[config.mk]
export PLATFORM = sky130hd
export DESIGN_NAME = stopwatch_ctrl
export DESIGN_NICKNAME = d
export VERILOG_FILES = /design/src/rtl/stopwatch_pkg.sv /design/src/rtl/stopwatch_time_counter.sv /design/src/rtl/stopwatch_ctrl.sv
export SDC_FILE = /design/constraint.sdc
export NUM_CORES = 1
export LEC_CHECK = 0
export BUFFER_PORTS_ARGS = -buffer_cell sky130_fd_sc_hd__buf_2
export CORE_ASPECT_RATIO = 1.2
export CORE_UTILIZATION = 45
export DETAILED_ROUTE_END_ITERATION = 8
export PLACE_DENSITY = 0.68
export RECOVER_POWER = 25
export SLEW_MARGIN = 10
export SYNTH_ARGS = -nofsm -noshare
export SYNTH_HDL_FRONTEND = slang
export SYNTH_HIERARCHICAL = 1
export SYNTH_SLANG_ARGS = --single-unit
[constraint.sdc]
create_clock -name clk -period 3.7 [get_ports clk]
set_clock_uncertainty 0.05 [all_clocks]
set_input_delay 0.555 -clock clk [delete_from_list [all_inputs] [get_ports clk]]
set_output_delay 0.555 -clock clk [all_outputs]
set_load 0.1 [all_outputs]
[src/rtl/stopwatch_pkg.sv]
// Shared types and constants for the stopwatch control slice.
// STOPWATCH_BCD_EN selects BCD (tens in [7:4], units in [3:0]) display encoding instead of binary.
package stopwatch_pkg;

  typedef enum logic [1:0] {IDLE, RUN, LAP, PAUSE} state_t;

  localparam int CS_MAX  = 99;
  localparam int SEC_MAX = 59;
  localparam int MIN_MAX = 59;
  localparam int DISP_W  = 8;

  function automatic logic [DISP_W-1:0] to_disp(input logic [6:0] v);
`ifdef STOPWATCH_BCD_EN
    logic [3:0] tens;
    logic [3:0] units;
    tens  = 4'(v / 7'd10);
    units = 4'(v % 7'd10);
    return {tens, units};
`else
    return {1'b0, v};
`endif
  endfunction

endpackage

[src/rtl/stopwatch_time_counter.sv]
// Prescaler plus mm:ss.cc binary counter chain; wrap pulses on the 59:59.99 -> 00:00.00 step.
module stopwatch_time_counter
  import stopwatch_pkg::*;
#(
  parameter int TICKS_PER_CS = 10
) (
  input  logic       clk,
  input  logic       rst,
  input  logic       i_clear,
  input  logic       i_count_en,
  output logic [6:0] o_cs,
  output logic [5:0] o_sec,
  output logic [5:0] o_min,
  output logic       o_wrap
);

  logic [7:0] r_presc;
  logic [6:0] r_cs;
  logic [5:0] r_sec;
  logic [5:0] r_min;
  logic       w_presc_tc;
  logic       w_cs_tc;
  logic       w_sec_tc;
  logic       w_min_tc;

  assign w_presc_tc = (r_presc == 8'(TICKS_PER_CS - 1));
  assign w_cs_tc    = (r_cs == 7'(CS_MAX));
  assign w_sec_tc   = (r_sec == 6'(SEC_MAX));
  assign w_min_tc   = (r_min == 6'(MIN_MAX));

  // Clear has priority over a coincident tick.
  always_ff @(posedge clk or posedge rst) begin
    if (rst) begin
      r_presc <= '0;
      r_cs    <= '0;
      r_sec   <= '0;
      r_min   <= '0;
    end else if (i_clear) begin
      r_presc <= '0;
      r_cs    <= '0;
      r_sec   <= '0;
      r_min   <= '0;
    end else if (i_count_en) begin
      if (w_presc_tc) begin
        r_presc <= '0;
        if (w_cs_tc) begin
          r_cs <= '0;
          if (w_sec_tc) begin
            r_sec <= '0;
            r_min <= w_min_tc ? 6'd0 : r_min + 6'd1;
          end else begin
            r_sec <= r_sec + 6'd1;
          end
        end else begin
          r_cs <= r_cs + 7'd1;
        end
      end else begin
        r_presc <= r_presc + 8'd1;
      end
    end
  end

  assign o_wrap = i_count_en & ~i_clear & w_presc_tc & w_cs_tc & w_sec_tc & w_min_tc;
  assign o_cs   = r_cs;
  assign o_sec  = r_sec;
  assign o_min  = r_min;

endmodule

[src/rtl/stopwatch_ctrl.sv]
// Stopwatch FSM (IDLE/RUN/LAP/PAUSE), lap register and registered display mux.
// Display encoding is BCD when STOPWATCH_BCD_EN is defined, binary otherwise.
module stopwatch_ctrl
  import stopwatch_pkg::*;
#(
  parameter int TICKS_PER_CS = 10
) (
  input  logic              clk,
  input  logic              rst,
  input  logic              clk_1ms,
  input  logic              start_stop_edge,
  input  logic              lap_reset_edge,
  output logic              running,
  output logic              lap_active,
  output logic              overflow,
  output logic [DISP_W-1:0] disp_cs,
  output logic [DISP_W-1:0] disp_sec,
  output logic [DISP_W-1:0] disp_min
);

  state_t     r_state;
  state_t     w_state_nxt;
  logic       r_clk_1ms_prev;
  logic [6:0] r_lap_cs;
  logic [5:0] r_lap_sec;
  logic [5:0] r_lap_min;
  logic       w_tick;
  logic       w_count_en;
  logic       w_clear;
  logic       w_lap_latch;
  logic       w_wrap;
  logic [6:0] w_cs;
  logic [5:0] w_sec;
  logic [5:0] w_min;

  // start_stop takes precedence whenever both pulses arrive together.
  always_comb begin
    w_state_nxt = r_state;
    case (r_state)
      IDLE:    if (start_stop_edge) w_state_nxt = RUN;
      RUN:     if (start_stop_edge) w_state_nxt = PAUSE;
               else if (lap_reset_edge) w_state_nxt = LAP;
      LAP:     if (start_stop_edge) w_state_nxt = PAUSE;
               else if (lap_reset_edge) w_state_nxt = RUN;
      PAUSE:   if (start_stop_edge) w_state_nxt = RUN;
               else if (lap_reset_edge) w_state_nxt = IDLE;
      default: w_state_nxt = IDLE;
    endcase
  end

  assign w_tick      = clk_1ms & ~r_clk_1ms_prev;
  assign w_count_en  = w_tick & ((r_state == RUN) | (r_state == LAP));
  assign w_clear     = (r_state == PAUSE) & lap_reset_edge & ~start_stop_edge;
  assign w_lap_latch = (r_state == RUN) & lap_reset_edge & ~start_stop_edge;

  stopwatch_time_counter #(
    .TICKS_PER_CS(TICKS_PER_CS)
  ) u_cnt (
    .clk       (clk),
    .rst       (rst),
    .i_clear   (w_clear),
    .i_count_en(w_count_en),
    .o_cs      (w_cs),
    .o_sec     (w_sec),
    .o_min     (w_min),
    .o_wrap    (w_wrap)
  );

  always_ff @(posedge clk or posedge rst) begin
    if (rst) begin
      r_state        <= IDLE;
      r_clk_1ms_prev <= 1'b0;
      running        <= 1'b0;
      lap_active     <= 1'b0;
      overflow       <= 1'b0;
      r_lap_cs       <= '0;
      r_lap_sec      <= '0;
      r_lap_min      <= '0;
      disp_cs        <= '0;
      disp_sec       <= '0;
      disp_min       <= '0;
    end else begin
      r_state        <= w_state_nxt;
      r_clk_1ms_prev <= clk_1ms;
      running        <= (w_state_nxt == RUN) | (w_state_nxt == LAP);
      lap_active     <= (w_state_nxt == LAP);
      if (w_clear) begin
        overflow <= 1'b0;
      end else if (w_wrap) begin
        overflow <= 1'b1;
      end
      if (w_lap_latch) begin
        r_lap_cs  <= w_cs;
        r_lap_sec <= w_sec;
        r_lap_min <= w_min;
      end
      // Display follows the current (registered) state, so it lags a state change by one clk.
      if (r_state == LAP) begin
        disp_cs  <= to_disp(r_lap_cs);
        disp_sec <= to_disp({1'b0, r_lap_sec});
        disp_min <= to_disp({1'b0, r_lap_min});
      end else begin
        disp_cs  <= to_disp(w_cs);
        disp_sec <= to_disp({1'b0, w_sec});
        disp_min <= to_disp({1'b0, w_min});
      end
    end
  end

endmodule

; After elaboration in Yosys (flattened, before gate mapping)
; Cells that the tools add are included.
[totals]
inputBits = 5
mem_count = 0
latchBits = 0
rom_bits = 0
out_inout_bits = 27
mem_bits_rw = 0
wordCells = 84
reg_bits = 76
[op_classes]
n_reduce_logical = 9
n_addsub = 4
mul = 0
bitwise = 16
shifts = 0
muxes = 31
eq_ne = 9
div_mod_pow = 0
n_lt_le_gt_ge = 0
[ops]
columns = operator, count
row1 = $mux W6, 13
row2 = $mux W7, 5
row3 = $mux W8, 3
row4 = $mux W2, 7
row5 = $add A6 B1 Y6 const B, 2
row6 = $eq A6 B6 Y1 const B, 2
row7 = $and A1 B1 Y1, 11
row8 = $reduce_bool A2 Y1, 5
row9 = $add A8 B1 Y8 const B, 1
row10 = $eq A8 B4 Y1 const B, 1
row11 = $pmux W2 S4, 1
row12 = $add A7 B1 Y7 const B, 1
row13 = $eq A7 B7 Y1 const B, 1
row14 = $eq A2 B2 Y1 const B, 3
row15 = $eq A2 B1 Y1 const B, 2
row16 = $reduce_and A4 Y1, 1
row17 = $not A1 Y1, 3
row18 = $reduce_and A3 Y1, 1
row19 = $logic_not A2 Y1, 1
row20 = $mux W1, 2
row21 = $or A1 B1 Y1, 2
row22 = $reduce_and A2 Y1, 1

; Depth between registers and ports, before layout
; Gate-level depths: netlist (run 1).
[depth]
word_depth = 11
ltp_mapped = 11

; Hierarchy
; Netlist (run 1), hierarchy kept.
[by_module_without_submodules]
columns = module, seq_area_each_um2, instances, cells_each, area_per_inst_um2
row1 = stopwatch_ctrl, 1101.1, 1, 121, 1843.0
row2 = stopwatch_time_counter, 675.6, 1, 159, 1505.2

; Worst setup path before layout (run 1)
; Ideal clock, no wire load.
[synth_path]
kind = flip-flop to flip-flop
start = reg r_state[1]
end = reg u_cnt.r_cs[5], in the netlist u_cnt/o_cs[5]
stages_incl_launch_ff = 10
path_slack_ns = 1.453
n_path_buf = 1
t_arrival_ns = 2.119
period_less_slack_ns = 2.247
required_ns = 3.572
setup_time_ns = 0.078
cell_sequence = dfrtp_1 -> inv_1 -> ha_1 -> nand2_1 -> nor2_1 -> buf_4 -> nor4b_4 -> a21oi_1 -> or4_1 -> a21oi_1
[synth_between]
elab_chain_cells = 5
word_cells_on_any_way = 11
cone_classes = 3 x eq/ne / 1 x mux / 4 x bitwise / 3 x reduce/logical
[synth_lines]
columns = item, line
row1 = "start, declared", stopwatch_ctrl.sv:21  ; state_t r_state;
row2 = "start signal, assigned", stopwatch_ctrl.sv:83  ; r_state <= w_state_nxt;
row3 = $eq A2 B1 Y1 or $eq A2 B2 Y1 (tied branches), stopwatch_ctrl.sv:52  ; assign w_count_en = w_tick & ((r_state == RUN) | (r_state == LAP));
row4 = $or A1 B1 Y1 (*), stopwatch_ctrl.sv:52
row5 = $and A1 B1 Y1 (*), stopwatch_ctrl.sv:52
row6 = via w_count_en, stopwatch_ctrl.sv:28  ; logic w_count_en;
row7 = $reduce_bool A2 Y1 (no line) (*), -
row8 = $reduce_and A2 Y1 (no line) (*), -
row9 = "end signal, assigned", stopwatch_time_counter.sv:55  ; r_cs <= r_cs + 7'd1;
row10 = "end, declared", stopwatch_time_counter.sv:18  ; logic [6:0] r_cs;
; The timed path passes the listed nets; every way through them passes the cells marked *.
; A chain may end at the register's enable or synchronous reset.

; Worst setup path in the final report (run 1)
[layout_path]
start = reg r_state[1]
end = reg u_cnt.r_cs[6], in the netlist u_cnt/o_cs[6]
; Same word-level chain as after synthesis.

==> run_results.csv, run 1 <==
group,metric,value,unit
clock_network,clock_latency,0.35,ns
global_routing,grt_pass1_vias,2170,
finish,layout.nets,324,
synth,yosysTopAreaCell,"dfrtp_1",
critical_path,r2r_slack,0.84,ns
clock_network,root_buffer,"clkbuf_8",
global_routing,gr-total-overflow,0,
die,dieArea,7790,sq um
die,die_y,96.5,microns
critical_path,end_kind,"flip-flop",
critical_path,start_kind,"flip-flop",
synth,synthTopCellsByArea,"dfrtp_1 (53%), mux2_2 (9.4%), mux2_4 (4.5%)",
synth,async_flop_share,100,%
finish,final_core_util,51.0,%
global_routing,grt_pass1_wl,10000,microns
synth,yosysWarnings,6,
min_path,min_from,"clk_1ms",
timing,final-setup-viol-count,0,
critical_path,reg2regPathDepth,8,
global_routing,antenna_found_initial,0,
synth,synth_edf_count,0,
synth,synth_compound_area_share,9.16,%
critical_path,reg2reg_to,"u_cnt/o_cs[6]",
min_path,whs_path_depth,1,
drt,drc,0,
synth,syn_avg_cell_area,12.0,sq um
finish,antenna_cells,0,
timing,timing.slew.headroom,-6.37,%
critical_path,cp.arrival,3.08,ns
timing,drv_slew,45,
run_status,violations,"capacitance limit, slew limit",
finish,syn2layout_area_growth,10.2,%
drt,wirelength,5880,microns
place,dp_hpwl,3930,microns
timing,fin_crit_sh,77.2,%
clock_network,htreeDepth,3,
drt,wire_per_inst,14.6,microns
die,row_count,34,
clock_network,ctsResizeCount,0,
timing,fin_crit,2.86,ns
drt,drt_iter0_markers,155,
finish,fin_cells,403,
place,portBuffers,26,
clock_network,clock_path_buffers,2,
global_routing,grt_max_degree,45,
die,core_region_area,7230,sq um
drt,ant_nets,0,
synth,synth.top_cell.area_share,53.1,%
critical_path,required,3.92,ns
timing,fmaxAchievable,0.350,GHz
timing,finalHoldViolations,0,
min_path,worstHoldPathType,"in -> reg",
synth,synthAdderAreaFrac,3.74,%
clock_network,path_clk_slew,0.07,ns
clock_network,cts_tree,"done",
synth,syn_area,3350,sq um
place,dp.cells,388,
clock_network,numCtsBuffers,9,
critical_path,critPathMaxFanout,10,
clock_network,post_cts_buffers,0,
synth,ys_seq_elements,71,
synth,synth_ff_type,"dfrtp_1",
drt,vias_per_cell,5.41,
power_and_ir_drop,cellPowerDensity,632,nW/um^2
die,initial_core_util,46.3,%
timing,timing.hold.ws,0.282,ns
clock_network,cts_hold_buffers,0,
run_status,status,"finished, violations left",
timing,rsz0062_at_grt,"false",
synth,synthMuxAreaShare,14.8,%
critical_path,rr_startpoint,"r_state[1]",
finish,drive_gt1_share,27.5,%
global_routing,grt_usage,17.2,%
synth,synth_cell_types,49,
power_and_ir_drop,ir_drop,0.430,mV
synth,yosysSeqAreaShare,53.1,%
synth,syn_inst,280,
die,die-width,80.7,microns
place,gp_congestion,0.861,
timing,tightest_slew,1.59,ns
drt,drt_first_pass_iters,4,
die,io_pins,32,
run,max-cap-violations,1,
synth,synth-simple-area-share,12.7,%
synth,yosysMostFrequentCell,"dfrtp_1",
critical_path,worstSetupPathType,"reg -> reg",
drt,vias,2182,
synth,synth_top_family_by_area,"multiplexers",
timing,totalNegativeSetupSlack,0,ns
power_and_ir_drop,p_leak,1.80,nW
synth,yosys.area_share.xor_xnor,2.09,%
min_path,min_to,"r_clk_1ms_prev",
synth,yosys-top-cells-count,"dfrtp_1 (71), mux2_2 (28), nor2_1 (18), inv_1 (16), a21oi_1 (14)",
clock_network,cts.sinks,71,
[layout by cell type, fill, tap and decap left out, types with 3 or more instances in the layout]
cell,synthesis,final
clkbuf_8,0,10
clkinv_2,0,3
inv_1,16,16
nor2b_1,3,3
o2111ai_1,3,3
o31ai_1,3,3
mux2_2,28,28
a21oi_1,14,14
or3_1,5,5
xnor2_1,3,3
o21ai_0,10,10
xor2_1,5,5
ha_1,10,10
buf_2,3,26
mux2_4,10,10
nor3_1,3,3
dfrtp_1,71,71
nor2_1,18,18
nand2_1,12,12
or4_1,5,5
nand3_1,10,10
conb_1,1,5
nand4_1,4,4
mux2i_1,3,3
[worst max-delay path by stage]
stage | from | endpoint | slack, ns | depth (start not counted)
6_report | r_state[1] | u_cnt/o_cs[6] | 0.84 | 8
5_1_grt | u_cnt/r_presc[0] | u_cnt/o_sec[2] | 0.54 | 5
3_5_place_dp | r_state[1] | u_cnt/o_sec[2] | 0.88 | 8
4_1_cts | r_state[1] | u_cnt/o_sec[2] | 0.88 | 8
2_1_floorplan | r_state[1] | u_cnt/o_cs[5] | 1.45 | 9
3_3_place_gp | r_state[1] | u_cnt/o_sec[2] | 1.03 | 8
[routing by layer]
metal	track usage [%]	vias up	part of all wire, %
met5	0	-	0
met4	8.48	0	0.58
met3	4.51	4	3.8
met2	27.8	47	50
met1	21.5	1080	46
li1	-	1051	-
[critical path: stages, from the launching register on]
cell and delay, ns:
dfrtp_1 0.42, inv_1 0.08, ha_1 0.28, nand2_1 0.05, nor2_1 0.42, nor4b_4 0.44, a21oi_1 0.28, or4_1 0.61
a21oi_1 0.16
[flip-flops by register name (all words and copies together), names as in the netlist]
register	count
u_cnt/o_cs	7
r_clk_1ms_prev	1
r_state	2
u_cnt/r_presc	8
running	1
disp_sec	6
overflow	1
lap_active	1
r_lap_cs	7
disp_cs	7
r_lap_sec	6
u_cnt/o_sec	6
r_lap_min	6
disp_min	6
u_cnt/o_min	6
[cell type report]
type	instances	area [sq um]
Multi-Input combinational cell	184	1440
Clock buffer	11	141
Inverter	16	60.1
Fill cell	671	3540
Tap cell	90	113
Clock inverter	4	22.5
Timing Repair Buffer	27	138
Sequential cell	71	1780
[power breakdown]
group          switching [mW]  internal [mW]
combinational           0.538          0.247
sequential              0.110          0.907
clock                   0.277          0.254
[cells by family (layout without fill, tap and decap cells)]
family          Yosys count  in the layout
simple gates             74             74
buf+inv                  29             58
other cells               1              5
xor+xnor                  8              8
fa+ha+maj                10             10
flops                    71             71
compound gates           46             46
mux                      41             41
[metrics by stage]
step | setup slack [ns] | power (mW) | area (sq um)
floorplan | 1.45 | 1.68 | 3360
global placement | 1.03 | 1.80 | 3530
global route | 0.541 | 2.47 | 3690
detailed placement | 0.879 | 1.82 | 3530
finish | 0.844 | 2.33 | 3690
CTS | 0.877 | 2.36 | 3690
No activity file was read; power rests on OpenSTA's default activity.
==> inputs of run 2 (changes only) <==
--- a/config.mk
+++ b/config.mk
@@ -9,7 +9,7 @@
 export CORE_ASPECT_RATIO = 1.2
 export CORE_UTILIZATION = 45
 export DETAILED_ROUTE_END_ITERATION = 8
-export PLACE_DENSITY = 0.68
+export PLACE_DENSITY = 0.71
 export RECOVER_POWER = 25
 export SLEW_MARGIN = 10
 export SYNTH_ARGS = -nofsm -noshare
==> constraint.sdc (replaced) <==
create_clock -name clk -period 2.5 [get_ports clk]
set_clock_uncertainty 0.05 [all_clocks]
set_input_delay 0.375 -clock clk [delete_from_list [all_inputs] [get_ports clk]]
set_output_delay 0.375 -clock clk [all_outputs]
set_load 0.1 [all_outputs]
==> run 2 against run 1 <==
- the run still ends with capacitance limit, slew limit left
- die area did not move
- global-route usage grew 0.55 points
- highest routed layer unchanged
- utilization is 1.5 points higher
- combinational power rose by 50%
==> run_results.csv, run 2 (synthesized netlist as in run 1, its figures left out) <==
group,metric,value,unit
clock_network,clock_latency,0.35,ns
min_path,min_from,"clk_1ms",
drt,wire_per_inst,14.8,microns
finish,mostFrequentLayoutCells,"dfrtp_1 (71), mux2_2 (28), buf_2 (24), nor2_1 (18), inv_1 (16)",
critical_path,cpPeakStageDelay,0.56,ns
clock_network,cts_hold_buffers,0,
finish,final_core_util,52.5,%
timing,fin_crit_sh,90.8,%
finish,regMostFlops,"u_cnt/r_presc",
place,dp_hpwl,4170,microns
critical_path,start_kind,"flip-flop",
min_path,worstHoldPathType,"in -> reg",
clock_network,cts_tree,"done",
finish,largest_register_ffs,8,
critical_path,crit_start,"r_state[1]",
global_routing,grt_pass1_wl,10300,microns
critical_path,required,2.73,ns
power_and_ir_drop,ir_drop,0.689,mV
global_routing,grt_max_degree,28,
clock_network,cts.sinks,71,
die,core_region_area,7230,sq um
drt,drt_iter0_markers,90,
finish,layout.nets,333,
power_and_ir_drop,cellPowerDensity,966,nW/um^2
place,portBuffers,26,
clock_network,post_cts_buffers,0,
timing,timing.slew.headroom,-2.57,%
die,initial_core_util,46.3,%
timing,finalHoldViolations,0,
clock_network,numCtsBuffers,9,
finish,final_common_cell,"dfrtp_1",
critical_path,crit_chain,"inv_1 -> ha_1 -> nand2_1 -> nor2_1 -> nor4b_4 -> a21oi_1 -> or4_1 -> a21oi_1",
global_routing,antenna_found_initial,0,
timing,final-setup-viol-count,0,
die,die-width,80.7,microns
critical_path,worst_path_most_repeated_cell,"a21oi_1",
critical_path,worstSetupPathType,"reg -> reg",
finish,syn2layout_area_growth,13.5,%
drt,drt_first_pass_iters,4,
timing,rsz0062_at_grt,"false",
run_status,violations,"capacitance limit, slew limit",
timing,fin_crit,2.27,ns
timing,totalNegativeSetupSlack,0,ns
finish,antenna_cells,0,
die,io_pins,32,
timing,drv_slew,28,
clock_network,ctsResizeCount,0,
critical_path,critPathSlowestCell,"or4_1",
power_and_ir_drop,p_leak,1.86,nW
timing,fmaxAchievable,0.440,GHz
clock_network,htreeDepth,3,
drt,vias,2239,
critical_path,rr_startpoint,"r_state[1]",
run,max-cap-violations,1,
drt,ant_nets,0,
critical_path,end_kind,"flip-flop",
drt,drc,0,
run_status,status,"finished, violations left",
drt,wirelength,6080,microns
timing,tightest_slew,1.54,ns
drt,vias_per_cell,5.43,
critical_path,cp.arrival,2.50,ns
die,die_y,96.5,microns
global_routing,gr-total-overflow,0,
clock_network,path_clk_slew,0.08,ns
die,dieArea,7790,sq um
place,gp_congestion,0.802,
die,row_count,34,
global_routing,grt_pass1_vias,2281,
global_routing,grt_usage,17.8,%
finish,n_fill_cell,644,
finish,drive_gt1_share,28.9,%
clock_network,clock_path_buffers,2,
critical_path,critPathMaxFanout,10,
clock_network,root_buffer,"clkbuf_8",
[run 2: cell count changes in the layout (fill, tap and decap cells not counted)]
| cell | delta |
|---|---|
| buf_4 | +8 |
| buf_2 | -2 |
| bufinv_16 | +2 |
| clkbuf_1 | +2 |
| clkbuf_8 | -1 |
| clkinv_2 | -1 |
| clkinv_4 | +1 |
[run 2: final cells by class]
cell class	instances	area (sq um)	share of cell area, %
multi-input combinational	184	1440	37.9
timing repair buffer	36	199	5.24
inverter	16	60.1	1.58
clock buffer	9	124	3.26
sequential	71	1780	46.8
tap	90	113	2.96
clock inverter	6	86.3	2.27
[run 2: power breakdown]
group	internal [mW]	switching, mW	total [mW]
Sequential	1.34	0.163	1.50
Clock	0.554	0.434	0.988
Combinational	0.381	0.796	1.18
[run 2: final timing paths]
kind | end | slack (ns) | cells after the start
worst max-delay path | u_cnt/o_cs[6] | 0.23 | 8
worst min-delay path | r_clk_1ms_prev | 0.1 | 1
worst max register to register | u_cnt/o_cs[6] | 0.23 | 8
worst min register to register | disp_min[3] | 0.45 | 1
max in group asynchronous | u_cnt/o_min[5] | 1.01 | 3
min in group asynchronous | disp_cs[4] | 0.17 | 2
[run 2: stage by stage]
step                      hold WS [ns]  worst slack, ns  power, mW  std cells  instance area, sq um
after floorplan                  0.356            0.253       2.49        284                  3360
after global placement           0.408            0.337       2.68        397                  3590
after detailed placement         0.419            0.235       2.72        397                  3590
after CTS                       0.0328            0.211       3.72        412                  3800
after global routing            0.0973           0.0447       3.87        412                  3800
final                           0.0974            0.229       3.67        412                  3800
[run 2: layer usage]
metal	vias to the layer above	routed length (microns)	part of all wire [%]	track usage (%)
li1	1071	-	-	-
met1	1105	2690	44	20.8
met2	55	3040	50	29.9
met3	8	249	4.1	5.63
met4	0	110	1.8	7.89
met5	-	0	0	0
[run 2: critical path: cells and delay by family (launching register included)]
family	cells	cell delay [ns]
DFF	1	0.41
and+or+nand+nor	4	0.97
adders and majority gates	1	0.28
buffers and inverters	1	0.08
AOI/OAI and AO/OA	2	0.40
